$ cat src/rtl/alu_acc_seq.sv
// alu_acc_seq: LOAD/ADD/SUB/CLR accumulator front-end for the 4-bit AddSub4b adder.
// Latency: LOAD/CLR result 1 cycle after accept; ADD/SUB result SETTLE cycles after accept.
// Backpressure: o_cmd_ready low while an ADD/SUB waits on the adder. Define ALU_ACC_SAT_EN for saturating math.
module alu_acc_seq #(
  parameter int SETTLE = 1
) (
  input  logic       i_clk,
  input  logic       i_rst,
  input  logic       i_cmd_valid,
  output logic       o_cmd_ready,
  input  logic [1:0] i_cmd_op,
  input  logic [3:0] i_cmd_data,
  output logic [3:0] o_alu_a,
  output logic [3:0] o_alu_b,
  output logic       o_alu_ctrl,
  input  logic [3:0] i_alu_s,
  input  logic       i_alu_c0,
  output logic [3:0] o_acc,
  output logic       o_flag_c,
  output logic       o_flag_z,
  output logic       o_flag_v,
  output logic       o_res_valid
);

  localparam logic [1:0] OP_LOAD = 2'b00;
  localparam logic [1:0] OP_ADD  = 2'b01;
  localparam logic [1:0] OP_SUB  = 2'b10;
  localparam logic [1:0] OP_CLR  = 2'b11;

  // Counter value seen on the edge that captures the adder result.
  localparam logic [3:0] LP_LAST = 4'(SETTLE - 1);

  typedef enum logic [0:0] {
    S_IDLE = 1'b0,
    S_EXEC = 1'b1
  } state_t;

  state_t     r_state;
  state_t     w_state_nxt;
  logic [3:0] r_cnt;
  logic [3:0] r_alu_a;
  logic [3:0] r_alu_b;
  logic       r_alu_ctrl;
  logic [3:0] r_acc;
  logic       r_flag_c;
  logic       r_flag_z;
  logic       r_flag_v;
  logic       r_res_valid;

  logic       w_accept;
  logic       w_done;
  logic       w_v;
  logic [3:0] w_result;

  // State register; reset aborts any operation in flight.
  always_ff @(posedge i_clk) begin
    if (i_rst) begin
      r_state <= S_IDLE;
    end else begin
      r_state <= w_state_nxt;
    end
  end

  // Next-state, ready and handshake decode.
  always_comb begin
    w_state_nxt = r_state;
    o_cmd_ready = 1'b0;
    w_accept    = 1'b0;
    w_done      = 1'b0;
    case (r_state)
      S_IDLE: begin
        o_cmd_ready = 1'b1;
        w_accept    = i_cmd_valid;
        if (i_cmd_valid && ((i_cmd_op == OP_ADD) || (i_cmd_op == OP_SUB))) begin
          w_state_nxt = S_EXEC;
        end
      end
      S_EXEC: begin
        if (r_cnt == LP_LAST) begin
          w_done      = 1'b1;
          w_state_nxt = S_IDLE;
        end
      end
      default: w_state_nxt = S_IDLE;
    endcase
  end

  // Signed overflow of the adder result and the value written to the accumulator.
  always_comb begin
    w_v = 1'b0;
    if (r_alu_ctrl) begin
      w_v = (r_alu_a[3] != r_alu_b[3]) && (i_alu_s[3] != r_alu_a[3]);
    end else begin
      w_v = (r_alu_a[3] == r_alu_b[3]) && (i_alu_s[3] != r_alu_a[3]);
    end
`ifdef ALU_ACC_SAT_EN
    // Overflow direction follows the sign of the first operand.
    if (w_v) begin
      w_result = r_alu_a[3] ? 4'b1000 : 4'b0111;
    end else begin
      w_result = i_alu_s;
    end
`else
    w_result = i_alu_s;
`endif
  end

  // Operand, counter, accumulator and flag registers.
  always_ff @(posedge i_clk) begin
    if (i_rst) begin
      r_cnt       <= 4'd0;
      r_alu_a     <= 4'd0;
      r_alu_b     <= 4'd0;
      r_alu_ctrl  <= 1'b0;
      r_acc       <= 4'd0;
      r_flag_c    <= 1'b0;
      r_flag_z    <= 1'b1;
      r_flag_v    <= 1'b0;
      r_res_valid <= 1'b0;
    end else begin
      r_res_valid <= 1'b0;
      if (w_accept) begin
        case (i_cmd_op)
          OP_LOAD: begin
            r_acc       <= i_cmd_data;
            r_flag_c    <= 1'b0;
            r_flag_v    <= 1'b0;
            r_flag_z    <= (i_cmd_data == 4'd0);
            r_res_valid <= 1'b1;
          end
          OP_CLR: begin
            r_acc       <= 4'd0;
            r_flag_c    <= 1'b0;
            r_flag_v    <= 1'b0;
            r_flag_z    <= 1'b1;
            r_res_valid <= 1'b1;
          end
          default: begin
            // ADD or SUB: launch the operands into the adder and start settling.
            r_alu_a    <= r_acc;
            r_alu_b    <= i_cmd_data;
            r_alu_ctrl <= (i_cmd_op == OP_SUB);
            r_cnt      <= 4'd0;
          end
        endcase
      end else if (r_state == S_EXEC) begin
        r_cnt <= r_cnt + 4'd1;
        if (w_done) begin
          r_acc       <= w_result;
          r_flag_c    <= i_alu_c0;
          r_flag_v    <= w_v;
          r_flag_z    <= (w_result == 4'd0);
          r_res_valid <= 1'b1;
        end
      end
    end
  end

  assign o_alu_a     = r_alu_a;
  assign o_alu_b     = r_alu_b;
  assign o_alu_ctrl  = r_alu_ctrl;
  assign o_acc       = r_acc;
  assign o_flag_c    = r_flag_c;
  assign o_flag_z    = r_flag_z;
  assign o_flag_v    = r_flag_v;
  assign o_res_valid = r_res_valid;

endmodule

$ cat config.mk
export PLATFORM = sky130hd
export DESIGN_NAME = alu_acc_seq
export DESIGN_NICKNAME = d
export VERILOG_FILES = /design/src/rtl/alu_acc_seq.sv
export SDC_FILE = /design/constraint.sdc
export NUM_CORES = 1
export LEC_CHECK = 0
export CORE_AREA = 8 8 50 52
export DETAILED_ROUTE_END_ITERATION = 16
export DIE_AREA = 0 0 58 60
export DONT_BUFFER_PORTS = 1
export PLACE_DENSITY_LB_ADDON = 0.2
export SETUP_SLACK_MARGIN = 0.05
export SLEW_MARGIN = 10
export SYNTH_ARGS = -nofsm -noshare
export SYNTH_HDL_FRONTEND = slang
export SYNTH_SLANG_ARGS = --single-unit
export TNS_END_PERCENT = 100
$ cat constraint.sdc
create_clock -name i_clk -period 2.3 [get_ports i_clk]
set_clock_uncertainty 0.1 [all_clocks]
set_input_delay 0.46 -clock i_clk [delete_from_list [all_inputs] [get_ports i_clk]]
set_output_delay 0.46 -clock i_clk [all_outputs]
set_load 0.1 [all_outputs]
# ---- Yosys cells after proc, flatten, opt, wreduce, memory -nomap -nowiden
# Index checks and enable logic that the tools add are counted.
dict set report totals {
  register_bits 22
  elab_cells 67
  romBits 0
  in_bits 14
  latchBits 0
  ram_bits 0
  n_memories 0
  output_inout_bits 18
}
dict set report classes {
  n_mul 0
  magnitude_cmp 0
  div_mod_pow 0
  reduce_logical 15
  n_bitwise 2
  n_addsub 1
  eq_ne 9
  shifts 0
  n_mux 30
}
# operator n
set ops {}
lappend ops {{$mux 4} 6}
lappend ops {{$mux 1} 21}
lappend ops {{$logic_not 4->1} 3}
lappend ops {{$pmux 4 s2} 1}
lappend ops {{$reduce_and 3->1} 2}
lappend ops {{$add 4x1->4 const B} 1}
lappend ops {{$eq 2x2->1 const B} 2}
lappend ops {{$ne 2x2->1 const B} 2}
lappend ops {{$pmux 1 s2} 2}
lappend ops {{$reduce_and 2->1} 2}
lappend ops {{$reduce_bool 2->1} 2}
lappend ops {{$logic_and 1x1->1} 3}
lappend ops {{$ne 3x1->1 const B} 1}
lappend ops {{$eq 2x1->1 const B} 1}
lappend ops {{$logic_not 2->1} 1}
lappend ops {{$ne 1x1->1} 2}
lappend ops {{$not 1->1} 2}
lappend ops {{$reduce_or 2->1} 1}
lappend ops {{$eq 1x1->1} 1}
lappend ops {{$logic_or 1x1->1} 1}

# ---- Logic depth before layout (Yosys ltp)
dict set report logic_depth {
  word_depth 6
  mapped_depth 6
  mapped_depth_nobuf 5
}

# ---- Least setup slack after synthesis
# Ideal clock, no wire load.
dict set report synth_timing {
  kind {flip-flop to flip-flop}
  start {reg r_alu_b[3], in the netlist o_alu_b[3]}
  end {reg r_flag_v, in the netlist o_flag_v}
  setup_ns 0.117
  stages_incl_launch_ff 4
  required_ns 2.083
  setup_slack_ns 0.601
  t_arrival_ns 1.481
  path_cell_list {dfxtp_1 -> xnor2_1 -> mux2i_1 -> a32o_1}
}
dict set report synth_via {
  elab_chain_cells 6
  word_cells_on_any_way 8
}
# element line_no
set synth_lines {}
lappend synth_lines {{start: declaration} 42} ;# logic [3:0] r_alu_b;
lappend synth_lines {{start signal: assignment} 141} ;# r_alu_b <= i_cmd_data;
lappend synth_lines {{$eq 1x1->1 or $ne 1x1->1 (tied branches)} {94, 92}}
lappend synth_lines {{$logic_and 1x1->1, on equally long branches} {94, 92}}
lappend synth_lines {{$mux 1 *} 91} ;# if (r_alu_ctrl) begin
lappend synth_lines {{$mux 1 *} 148} ;# if (w_done) begin
lappend synth_lines {{$mux 1 *} 146} ;# end else if (r_state == S_EXEC) begin
lappend synth_lines {{$mux 1 *} 122} ;# if (w_accept) begin
lappend synth_lines {{end signal: assignment} 151} ;# r_flag_v <= w_v;
lappend synth_lines {{end: declaration} 47} ;# logic r_flag_v;
# Every way passes the cells marked *; elsewhere a longest branch is shown, timed or not. The select of a mux whose other input is x is not followed.
# A chain may end at the register's enable or synchronous reset.

# ---- Worst setup path after layout
dict set report layout_timing {
  start {reg r_state}
  end {out o_cmd_ready}
}
dict set report layout_via {
  elab_chain_cells 1
}
# element line_no
set layout_lines {}
lappend layout_lines {{start: declaration} 38} ;# state_t r_state;
lappend layout_lines {{start signal: assignment} 60} ;# r_state <= w_state_nxt;
lappend layout_lines {{$mux 1} 70} ;# case (r_state)
lappend layout_lines {{end: declaration} 10} ;# output logic o_cmd_ready,
# Every way passes these cells.

==> summary.txt <==
io pins - 32
Final Critical Period - 1.863 ns
top-area cell type share of the netlist area - 0.4141
Final Instance Area - 0.001204 sq mm
area leader, netlist - dfxtp_1
relative slew slack - 0.6677
placed cell areas - 0.001181 sq mm
worst setup path start - r_state
GR Util met3 - 0.05806
largest stage delay on the critical path - 0.64 ns
hold_ws - 0.1042 ns
Power Density - 719.3 mW/mm^2
# DRC - 0
met1 Usage GRT - 0.1565
Worst IR Drop VDD - 0.0003851 V
crit path launch type - flip-flop
Die Height - 60 um
synthesis-stage register bit count - 22
Synth top cells by count - 22 x dfxtp_1, 22 x nand2_1, 16 x a21oi_1, 6 x a211oi_1
first-pass GRT wire length - 4119 um
DIE AREA - 0.003480 sq mm
Tcrit/Tclk final - 0.8098
WP data arrival - 1.30 ns
Post-Syn Instances - 124
CTS sink cnt - 22
n_diodes - 0
clk slew on worst S/H paths - 0.12 ns
worst path required time - 1.74 ns
reg-to-reg startpoint - r_state
Congestion Overflow GR - 0
CTS Buffer Depth - 2
post-layout util - 0.6681
Cell Area, Synth - 0.001064 sq mm
crit-path leading delay family - flip-flops
Vias/cell - 5.891
clk root buf - clkbuf_4
asr flop ratio synth - 0
fmax - 0.5369 GHz
total setup buffers inserted after CTS - 0
Main synth FF type - dfxtp_1
Starting Density - 0.5903
slowest stage cell, crit path - dfxtp_1
Avg Inst Size Synth - 8.577 sq um
Synth cell types - 37
CP bufs+invs - 1
sequential-to-total area share from yosys stat - 0.4141
Global Route Usage Sum - 0.1539
IO buf count - 0
Synth area leaders - dfxtp_1 41%, nand2_1 7.8%, a21oi_1 7.5%
hold path start - i_rst
Max Slew Vio Count - 0
chip width - 58 um
status - finished clean
placer congestion estimate - 0.7754
busiest metal layer after global routing - met2
clk_lat worst skew - 0.30 ns
final hold vios - 0
area grow syn2layout - 13.18%
remaining antenna violation count - 0
drt pass-1 iters - 4
Worst Tran Pin Value - 0.4977 ns
fill cell count - 185
crit path kind - reg2out
hold buffers post-CTS - 0
Post-Route WL - 2435 um
Max Cap Viol - 0
Post-synth EDFFs - 0
NumNets Final - 159
CTS tree - built
Cell Chain, Critical Path - inv_2
Setup TNS Final - 0 ns
unrepaired setup endpoints after global routing - false
CTS-repair resized insts - 0
Post-DP HPWL - 1873 um
routing usage on met2 - 0.2707
Num CTS Buffers - 3
cell leakage power - 0.4776 nW
initial antenna violation count - 0
site row count - 16
DR WL/cell - 15.61 um
routed vias - 919
Max H-tree Level - 1
number of DRC markers in iteration 0 - 17
vias in the first global route - 882
syn_nets - 143
synth warn - 0
total core area - 0.001802 sq mm
setup violators final - 0
layout cells sized above 1 - 0.1667
worst hold path type - in2reg
critical path peak fanout - 15
largest net degree at the start of global routing - 23
CP Capture Type - primary output
[path summary, 6_finish.rpt]
kind	end	slack [ns]	cells after the start
max	o_cmd_ready	0.44	1
min	o_alu_a[3]	0.10	1
max reg2reg	o_flag_z	0.56	3
min reg2reg	o_alu_a[1]	0.36	2
[final cells by class]
class	count	area (sq um)	area share
Timing Repair Buffer	17	127.6	0.1060
Sequential cell	22	440.4	0.3659
Multi-Input combinational cell	90	568.0	0.4719
Tap cell	18	22.52	0.01871
Inverter	6	22.52	0.01871
Clock buffer	3	22.52	0.01871
[through the flow]
step | std cells | setup WS [ns] | power [mW]
finish | 156 | 0.4374 | 0.8658
global route | 156 | 0.3544 | 0.9091
CTS | 156 | 0.4497 | 0.8712
detailed placement | 153 | 0.5907 | 0.7036
global placement | 153 | 0.6122 | 0.7002
floorplan | 124 | 0.6013 | 0.6619
[sequential cells by signal, summed over array words and instances, names as in the netlist]
signal and flops:
o_acc 4, o_alu_a 4, o_alu_b 4, o_alu_ctrl 1, o_flag_c 1, o_flag_v 1
o_flag_z 1, o_res_valid 1, r_cnt 4, r_state 1
[cells in the final DEF (no fill, tap or decap), types with 3 or more instances in the layout]
cell	instances
nand3_1	3
buf_4	17
inv_1	5
clkbuf_4	3
nand2_1	22
nor4bb_1	3
dfxtp_1	22
a21oi_1	16
nand2b_1	4
a211oi_1	6
nor2_1	5
ha_1	5
[power by group]
| part | internal (mW) | total [mW] | switching (mW) |
|---|---|---|---|
| Combinational | 0.0644 | 0.275 | 0.211 |
| Clock | 0.0611 | 0.172 | 0.111 |
| Sequential | 0.403 | 0.419 | 0.0154 |
| Total | 0.529 | 0.866 | 0.337 |
[layer usage]
metal | share of wire | wire length (um)
met1 | 0.42 | 1020
met2 | 0.49 | 1189
met3 | 0.076 | 184
met4 | 0.017 | 41
met5 | 0 | 0
[kinds of logic after synthesis]
group | Yosys count | synth area share
and+or+nand+nor | 48 | 0.2388
AOI/OAI and AO/OA | 33 | 0.2012
DFF | 22 | 0.4141
buffers and inverters | 12 | 0.05176
adders and majority gates | 5 | 0.05882
xor gates and xnor gates | 2 | 0.01647
muxes | 2 | 0.01882
Power figures use the tool's default switching activity.
